--- src/rtl/gshare_btb_predictor.sv ---
// gshare_btb_predictor
//   Gshare direction predictor plus a tagged, direct-mapped branch target
//   buffer for the fetch stage. After reset a walker initialises every PHT
//   counter to weakly not-taken and invalidates every BTB entry, one index per
//   cycle. Lookups are answered with one cycle of latency. Global history is
//   shifted speculatively with each prediction and restored from the pipe's
//   snapshot on a mispredict.
//
// Ports
//   clk, reset_n          clock, asynchronous active-low reset
//   ready                 high once the init walk has finished
//   lookup_valid/_stall   lookup request from IF (ignored while stalled)
//   lookup_pc             fetch PC of the control-flow instruction
//   pred_valid            one-cycle pulse per accepted lookup
//   pred_taken            predicted redirect
//   pred_target           predicted target (0 when not taken)
//   pred_ghr              history snapshot used for this prediction
//   upd_*                 resolution from EX/MEM: pc, history snapshot,
//                         outcome, unconditional flag, target, mispredict
module gshare_btb_predictor #(
  parameter int PC_WIDTH     = 16,
  parameter int PHT_IDX_BITS = 8,
  parameter int GHR_BITS     = 8,
  parameter int CTR_BITS     = 2,
  parameter int BTB_IDX_BITS = 6
) (
  input  logic                clk,
  input  logic                reset_n,
  output logic                ready,
  input  logic                lookup_valid,
  input  logic                lookup_stall,
  input  logic [PC_WIDTH-1:0] lookup_pc,
  output logic                pred_valid,
  output logic                pred_taken,
  output logic [PC_WIDTH-1:0] pred_target,
  output logic [GHR_BITS-1:0] pred_ghr,
  input  logic                upd_valid,
  input  logic [PC_WIDTH-1:0] upd_pc,
  input  logic [GHR_BITS-1:0] upd_ghr,
  input  logic                upd_taken,
  input  logic                upd_uncond,
  input  logic [PC_WIDTH-1:0] upd_target,
  input  logic                upd_mispredict
);

  localparam int INIT_BITS = (PHT_IDX_BITS > BTB_IDX_BITS) ? PHT_IDX_BITS : BTB_IDX_BITS;
  localparam int PHT_N     = 1 << PHT_IDX_BITS;
  localparam int BTB_N     = 1 << BTB_IDX_BITS;
  localparam int TAG_W     = PC_WIDTH - 1 - BTB_IDX_BITS;

  localparam logic [CTR_BITS-1:0]  CTR_WNT  = CTR_BITS'((1 << (CTR_BITS - 1)) - 1);
  localparam logic [CTR_BITS-1:0]  CTR_MAX  = '1;
  localparam logic [CTR_BITS-1:0]  CTR_ONE  = CTR_BITS'(1);
  localparam logic [INIT_BITS-1:0] PTR_ONE  = INIT_BITS'(1);

  typedef enum logic {ST_INIT, ST_RUN} state_e;

  // Saturating up/down counter step.
  function automatic logic [CTR_BITS-1:0] ctr_sat(input logic [CTR_BITS-1:0] c,
                                                 input logic               up);
    if (up) return (c == CTR_MAX) ? c : c + CTR_ONE;
    else    return (c == '0)      ? c : c - CTR_ONE;
  endfunction

  // Shift a new outcome into the youngest history bit; the truncating cast
  // also covers the single-bit history case.
  function automatic logic [GHR_BITS-1:0] ghr_shift(input logic [GHR_BITS-1:0] g,
                                                   input logic                b);
    return GHR_BITS'({g, b});
  endfunction

  function automatic logic [PHT_IDX_BITS-1:0] pht_index(input logic [PC_WIDTH-1:0] pc,
                                                       input logic [GHR_BITS-1:0] g);
    return pc[PHT_IDX_BITS:1] ^ PHT_IDX_BITS'(g);
  endfunction

  function automatic logic [BTB_IDX_BITS-1:0] btb_index(input logic [PC_WIDTH-1:0] pc);
    return pc[BTB_IDX_BITS:1];
  endfunction

  function automatic logic [TAG_W-1:0] btb_tag(input logic [PC_WIDTH-1:0] pc);
    return pc[PC_WIDTH-1:BTB_IDX_BITS+1];
  endfunction

  state_e                 state_q;
  logic [INIT_BITS-1:0]   init_ptr_q;
  logic [GHR_BITS-1:0]    ghr_q, ghr_d;
  logic                   ready_q;
  logic                   pred_valid_q, pred_taken_q;
  logic [PC_WIDTH-1:0]    pred_target_q;
  logic [GHR_BITS-1:0]    pred_ghr_q;

  logic [CTR_BITS-1:0]    pht_q        [PHT_N];
  logic                   btb_valid_q  [BTB_N];
  logic [TAG_W-1:0]       btb_tag_q    [BTB_N];
  logic [PC_WIDTH-1:0]    btb_target_q [BTB_N];
  logic                   btb_uncond_q [BTB_N];

  // PC bit 0 is always zero for LC-3b and is never used for indexing.
  logic unused_pc_lsb;
  assign unused_pc_lsb = lookup_pc[0] ^ upd_pc[0];

  logic                    lookup_acc, upd_run;
  logic [PHT_IDX_BITS-1:0] lk_pht_idx, up_pht_idx;
  logic [BTB_IDX_BITS-1:0] lk_btb_idx, up_btb_idx;
  logic                    lk_hit, lk_taken;

  assign lookup_acc = (state_q == ST_RUN) && lookup_valid && !lookup_stall;
  assign upd_run    = (state_q == ST_RUN) && upd_valid;

  assign lk_pht_idx = pht_index(lookup_pc, ghr_q);
  assign lk_btb_idx = btb_index(lookup_pc);
  assign up_pht_idx = pht_index(upd_pc, upd_ghr);
  assign up_btb_idx = btb_index(upd_pc);

  // Arrays are read combinationally here and written at the clock edge, so a
  // same-cycle update to the same entry is not visible to this lookup.
  assign lk_hit   = btb_valid_q[lk_btb_idx] && (btb_tag_q[lk_btb_idx] == btb_tag(lookup_pc));
  assign lk_taken = lk_hit && (btb_uncond_q[lk_btb_idx] || pht_q[lk_pht_idx][CTR_BITS-1]);

  // Mispredict recovery overrides the speculative shift of a same-cycle lookup.
  always_comb begin
    ghr_d = ghr_q;
    if (upd_run && upd_mispredict) ghr_d = ghr_shift(upd_ghr, upd_taken);
    else if (lookup_acc)           ghr_d = ghr_shift(ghr_q, lk_taken);
  end

  always_ff @(posedge clk or negedge reset_n) begin
    if (!reset_n) begin
      state_q       <= ST_INIT;
      init_ptr_q    <= '0;
      ghr_q         <= '0;
      ready_q       <= 1'b0;
      pred_valid_q  <= 1'b0;
      pred_taken_q  <= 1'b0;
      pred_target_q <= '0;
      pred_ghr_q    <= '0;
    end else begin
      case (state_q)
        ST_INIT: begin
          init_ptr_q <= init_ptr_q + PTR_ONE;
          if (init_ptr_q == '1) begin
            state_q <= ST_RUN;
            ready_q <= 1'b1;
          end
        end
        ST_RUN: ;
      endcase
      ghr_q         <= ghr_d;
      pred_valid_q  <= lookup_acc;
      pred_taken_q  <= lookup_acc && lk_taken;
      pred_target_q <= (lookup_acc && lk_taken) ? btb_target_q[lk_btb_idx] : '0;
      if (lookup_acc) pred_ghr_q <= ghr_q;
    end
  end

  // Storage has no reset; the init walk is what puts it in a known state.
  always_ff @(posedge clk) begin
    if (state_q == ST_INIT) begin
      if (32'(init_ptr_q) < PHT_N) pht_q[init_ptr_q[PHT_IDX_BITS-1:0]] <= CTR_WNT;
      if (32'(init_ptr_q) < BTB_N) btb_valid_q[init_ptr_q[BTB_IDX_BITS-1:0]] <= 1'b0;
    end else if (upd_valid) begin
      if (!upd_uncond) pht_q[up_pht_idx] <= ctr_sat(pht_q[up_pht_idx], upd_taken);
      if (upd_taken) begin
        btb_valid_q[up_btb_idx]  <= 1'b1;
        btb_tag_q[up_btb_idx]    <= btb_tag(upd_pc);
        btb_target_q[up_btb_idx] <= upd_target;
        btb_uncond_q[up_btb_idx] <= upd_uncond;
      end
    end
  end

  assign ready       = ready_q;
  assign pred_valid  = pred_valid_q;
  assign pred_taken  = pred_taken_q;
  assign pred_target = pred_target_q;
  assign pred_ghr    = pred_ghr_q;

endmodule
--- config.mk ---
export PLATFORM = sky130hd
export DESIGN_NAME = gshare_btb_predictor
export DESIGN_NICKNAME = d
export VERILOG_FILES = /design/src/rtl/gshare_btb_predictor.sv
export SDC_FILE = /design/constraint.sdc
export NUM_CORES = 2
export LEC_CHECK = 0
export CAP_MARGIN = 10
export CORE_ASPECT_RATIO = 1.75
export CORE_MARGIN = 8
export CORE_UTILIZATION = 63
export DETAILED_ROUTE_END_ITERATION = 8
export GPL_TIMING_DRIVEN = 1
export PLACE_DENSITY = 0.8
export SYNTH_ARGS = -nofsm -noshare
export SYNTH_HDL_FRONTEND = slang
export SYNTH_SLANG_ARGS = --single-unit
--- constraint.sdc ---
create_clock -name clk -period 17.11 [get_ports clk]
set_input_delay 1.711 -clock clk [delete_from_list [all_inputs] [get_ports clk]]
set_output_delay 1.711 -clock clk [all_outputs]
set_load 0.01 [all_outputs]
---- Word-level counts from Yosys, hierarchy flattened ----
Memories as Yosys holds them, arrays and structs flattened.
Cells that the tools add are included.
storage, ports and cells
  bits in registers ....................... 44
  latch bits .............................. 0
  memory bits (writable) .................. 2,240
  ROM bits ................................ 0
  input bits .............................. 64
  output and inout port bits .............. 27
  logic and storage cells ................. 66
  memories ................................ 5
cells by class
  add/subtract/negate cells ............... 3
  multiply operators ...................... 0
  divide/modulo/power cells ............... 0
  $lt $le $gt $ge ......................... 1
  equal/unequal tests ..................... 3
  shift operators ......................... 0
  mux-type cells .......................... 29
  bitwise gates (word level) .............. 3
  reduce and logical (&&, ||, !) cells .... 14
memory list
  name          depth  width  read ports  clocked after memory_dff  write ports  line  RTL
  btb_target_q  64     16     1           0                         1            96    logic [PC_WIDTH-1:0] btb_target_q [BTB_N];
  btb_tag_q     64     9      1           0                         1            95    logic [TAG_W-1:0] btb_tag_q [BTB_N];
  pht_q         256    2      2           0                         1            93    logic [CTR_BITS-1:0] pht_q [PHT_N];
  btb_uncond_q  64     1      1           0                         1            97    logic btb_uncond_q [BTB_N];
  btb_valid_q   64     1      1           0                         1            94    logic btb_valid_q [BTB_N];
operators by type and width
  kind                   count
  $mux W8                3
  $mux W1                17
  $mux W16               1
  $xor A8 B8 Y8          2
  $mux W2                7
  $eq A9 B9 Y1           1
  $add A8 B1 Y8 const B  1
  $eq A8 B8 Y1 const B   1
  $lt A8 B7 Y1 const B   1
  $logic_and A1 B1 Y1    7
  $mux W6                1
  $add A2 B1 Y2 const B  1
  $eq A2 B2 Y1 const B   1
  $logic_not A2 Y1       1
  $reduce_and A2 Y1      1
  $reduce_bool A2 Y1     1
  $reduce_or A2 Y1       1
  $sub A2 B1 Y2 const B  1
  $logic_not A1 Y1       1
  $logic_or A1 B1 Y1     1
  $not A1 Y1             1
  $reduce_or A1 Y1       1

---- Longest topological paths before layout ----
An unclocked memory read counts as a cell.
  depth after elaboration ................. 9
  gate-level depth with buffers ........... 16
  gate-level depth less buffers ........... 9

---- Worst setup path after synthesis ----
Ideal clock, no wire load.
  path type ............................... input to register
  start ................................... input upd_ghr[0]
  end ..................................... memory pht_q[0][0] (data pin)
  setup time .............................. 2.188 ns
  arrival ................................. 14.029 ns
  required time ........................... 14.922 ns
  path slack .............................. 0.893 ns
  cell stages on the path ................. 10
  buffers on the path ..................... 2
  cell sequence ........................... xor2_1 buf_4 buf_4 mux4_2 mux4_2 a211oi_1 nand2_1 nand3_1 a21oi_1 o21ai_0
on the way
  cells in the longest elaborated chain, start to end .. 9
  elaborated cells between the ends (all ways) .. 13
  classes of those cells .................. add/sub: 2; eq/ne: 1; mux: 7; bitwise: 1; reduce/logical: 1; memory: 1
RTL lines
  element                                line    RTL
  from (decl)                            39      input logic [GHR_BITS-1:0] upd_ghr,
  $xor A8 B8 Y8 (*)                      74      return pc[PHT_IDX_BITS:1] ^ PHT_IDX_BITS'(g);
  $mem_v2 Z256 W2 (*)                    -
  $sub A2 B1 Y2 (tied with other cells)  62      else return (c == '0) ? c : c - CTR_ONE;
  $mux W2, on equally long branches      62, 61
  $mux W2 (*)                            61      if (up) return (c == CTR_MAX) ? c : c + CTR_ONE;
  $mux W2 (*)                            163     if (!upd_uncond) pht_q[up_pht_idx] <= ctr_sat(pht_q[up_pht_idx], upd_taken);
  $mux W2 (*)                            162     end else if (upd_valid) begin
  $mux W2 (*)                            159     if (state_q == ST_INIT) begin
  $mux W2 (no line) (*)                  -
  to (decl)                              93
Every way passes the cells marked *; elsewhere a longest branch is shown, timed or not. The select of a mux whose other input is x is not followed.

---- Final worst setup path ----
  start ................................... input upd_pc[1]
  end ..................................... memory pht_q[4][1] (data pin)
on the way
  cells in the longest elaborated chain, start to end .. 9
  elaborated cells between the ends (all ways) .. 13
  classes of those cells .................. add/sub: 2; eq/ne: 1; mux: 7; bitwise: 1; reduce/logical: 1; memory: 1
RTL lines
  element                                line    RTL
  from (decl)                            38      input logic [PC_WIDTH-1:0] upd_pc,
  $xor A8 B8 Y8 (*)                      74
  $mem_v2 Z256 W2 (*)                    -
  $sub A2 B1 Y2 (tied with other cells)  62
  $mux W2, on equally long branches      62, 61
  $mux W2 (*)                            61
  $mux W2 (*)                            163
  $mux W2 (*)                            162
  $mux W2 (*)                            159
  $mux W2 (no line) (*)                  -
Marks and branches as above.

==> run metrics <==
final setup fails 0; gr ovfl total 0; largest net degree at the start of global routing about 130; DRT antenna net count 0; hold_ws 0.489 ns; share of the synthesized area in the top cell type 0.733; async set or reset register ratio after synthesis 0.0193; Max Cap Violations 0; GPL Wtd Cong between 0.9 and 1; EDFF count, synth about 2200; die area roughly 160000 µm²; Max VDD drop 103 µV; Period minus WS final 7.96 ns; Yosys cell types 71; row count 185; Avg Synthesized Cell Area just over 20 µm²; WL/cell 38.6 µm; Vias/cell about 7.2; DRT iter0 DRCs 6372; Buffers & Inverters on Critical Path 5; Area growth syn-to-layout 10.3%; Tcrit/Tclk final 0.465; final hold vios 0; WP data arrival about 8.4 ns; Crit path max-delay family buffers and inverters; Final HPWL DP 142000 µm; GRT Total Usage 0.322; Post-CTS Setup Inserts 0; Pleak a little over 0.03 µW; Slew HR 0.111; r2r setup slk approximately 12 ns; Port Buffers between 80 and 90; Vias 47801; WS Path Type in -> reg; Final #Nets 4673; vias in the first global route between 40000 and 50000; core area approximately 140000 µm²; Yosys top cell by area edfxtp_1; sequential area share after synthesis 0.745; Worst path slowest cell buf_4; Clk pin slew, worst setup/hold paths ~0.070 ns; clock root cell clkbuf_16; CTS HTree Levels 4; most used cell, CP buf_4; Final Max Slew Viols 0; Hold Crit Class reg -> reg; Worst Tran Pin Value roughly 1.3 ns; RR Endpoint pred_target[3]$_DFF_PN0_; Initial Util 0.633; setup TNS 0 ns; clock sinks ~2300; first-pass GRT wire length roughly 360000 µm; Final Power ~11000 µW; Synth top cells by count edfxtp_1, mux4_2, nor2_1; CP Launch Type input pin; most common cell in the netlist edfxtp_1; Mapped Cells roughly 4400; fmax 0.126 GHz; CP cell instances clkdlybuf4s50_1 > xor2_4 > buf_4 > buf_4 > mux4_2 > mux2i_1 > o21ai_0 > o211ai_1 > a221oi_1 > nand3_1 > maj3_1 > nor2_4 > buf_4 > buf_4; worst hold path endpoint pred_ghr[2]$_DFFE_PN0P_; CTS tree done; Layout fillers 8406; io pins 91; PD cells approximately 110 nW/µm²; clock tree buffer depth 3; min-delay src pred_ghr[2]$_DFFE_PN0P_; worst r2r path cells 10; Post-Syn Area about 92000 µm²; First-pass DRT Iterations 6; RSZ-0062 raised after global routing no; Worst Hold Depth 2; CTS resizes 0; Die Span Y around 520 µm; Worst Skew around 0.041 ns; drc violations 0; initial antenna violation count 8; crit-path max cell delay around 0.95 ns; Synth area leaders edfxtp_1, mux4_2, nor2_1, dfrtp_1, mux2i_1; cts hold-fix bufs 0; Crit Path Max Fanout around 120; cts bufs inserted ~190; most common flop cell mapped by yosys edfxtp_1; status finished clean; layout cells sized above 1 0.256; Ys Warns 0; reg2reg start ghr_q[0]$_DFFE_PN0P_; Clock Latency Late Sink a little over 0.8 ns; crit end category flop; wirelength, routed 256000 µm; Yosys reg bits about 2300; Mapped Nets roughly 4500; Worst Path Required around 18 ns; chip width a little over 300 µm
-- area by class of cell --
cell class	count	area, µm²	share of cell area
inverter	7	31.3	0.000309
sequential	2284	68400	0.676
multi-input combinational	1894	22600	0.224
clock inverter	109	976	0.00965
tap	1870	2340	0.0231
antenna	3	7.51	0.0000742
timing repair buffer	233	1900	0.0188
clock buffer	232	4910	0.0485
-- where the power goes --
part	total, µW	internal [µW]	leakage [µW]	switching, µW
logic	586	206	0.00763	380
clock network	4220	2240	0.00285	1970
registers	6110	6110	0.0205	0
total	10900	8560	0.0310	2350
-- state kept, by name, indices dropped and copies added (netlist names) --
| register | count |
|---|---|
| ready | 1 |
| btb_tag_q | 576 |
| pred_taken | 1 |
| pred_ghr | 8 |
| ghr_q | 8 |
| pht_q | 512 |
| pred_valid | 1 |
| btb_target_q | 1024 |
| btb_uncond_q | 64 |
| pred_target | 16 |
| btb_valid_q | 64 |
| state_q | 1 |
| init_ptr_q | 8 |
-- how the worst max path moves through the flow --
stage / depth (start not counted) / slack, ns / from / endpoint
after floorplan: 10 / 0.89 / upd_ghr[0] / pht_q[0][0]$_DFFE_PP_
after global placement: 14 / 8.51 / upd_pc[1] / pht_q[76][1]$_DFFE_PP_
after detailed placement: 14 / 8.42 / upd_pc[1] / pht_q[171][1]$_DFFE_PP_
after CTS: 14 / 9.29 / upd_pc[1] / pht_q[85][1]$_DFFE_PP_
after global routing: 14 / 8.92 / upd_pc[1] / pht_q[75][1]$_DFFE_PP_
final: 14 / 9.15 / upd_pc[1] / pht_q[4][1]$_DFFE_PP_
-- kinds of logic after synthesis --
family,synth area share
AO/OA/AOI/OAI,0.0177
XOR/XNOR,0.00513
buffers and inverters,0.0147
adder cells (fa/ha/maj),0.000245
AND/OR/NAND/NOR,0.0369
flip-flops,0.745
multiplexers,0.180
-- cells in the final DEF (no fill, tap or decap), types with 9 or more instances in the layout --
cell	count
nand3b_1	12
o21ai_0	37
mux4_2	682
clkinv_1	40
clkdlybuf4s50_1	56
and2_1	20
nor2_4	63
edfxtp_1	2240
buf_2	29
a32oi_1	10
clkbuf_16	189
nand2b_1	9
clkinv_2	30
clkinvlp_4	11
a21oi_1	38
nand2_1	229
a22oi_1	64
dfrtp_1	44
nor2_1	373
bufinv_16	13
xnor2_1	20
mux2i_1	105
nand3_1	40
xor2_1	21
a31oi_1	9
nor3_1	9
clkbuf_1	41
buf_4	140
nand4_1	19
-- worst min-delay path, delay by kind of cell (launching register included) --
kind,cells,cell delay [ns]
DFF,1,0.35
and+or+nand+nor,2,0.11
-- stage by stage --
stage | utilization | cells | setup WS (ns) | instance area, µm²
after floorplan | - | 4438 | 0.893 | 91700
after detailed placement | 0.657 | 6286 | 8.42 | 95200
after global routing | 0.698 | 6631 | 8.92 | 101000
after global placement | 0.657 | 6286 | 8.51 | 95200
final | 0.698 | 6632 | 9.15 | 101000
after CTS | 0.698 | 6627 | 9.29 | 101000
-- routing by layer --
layer  vias up  wire (µm)  GRT usage
met4         6      25700      0.255
met1     24391      74100      0.342
met2      3671     130000      0.555
li1      18624          -          -
met5         -         38          0
met3      1109      25800     0.0717
Note: power is estimated with default switching activity, not from simulation.
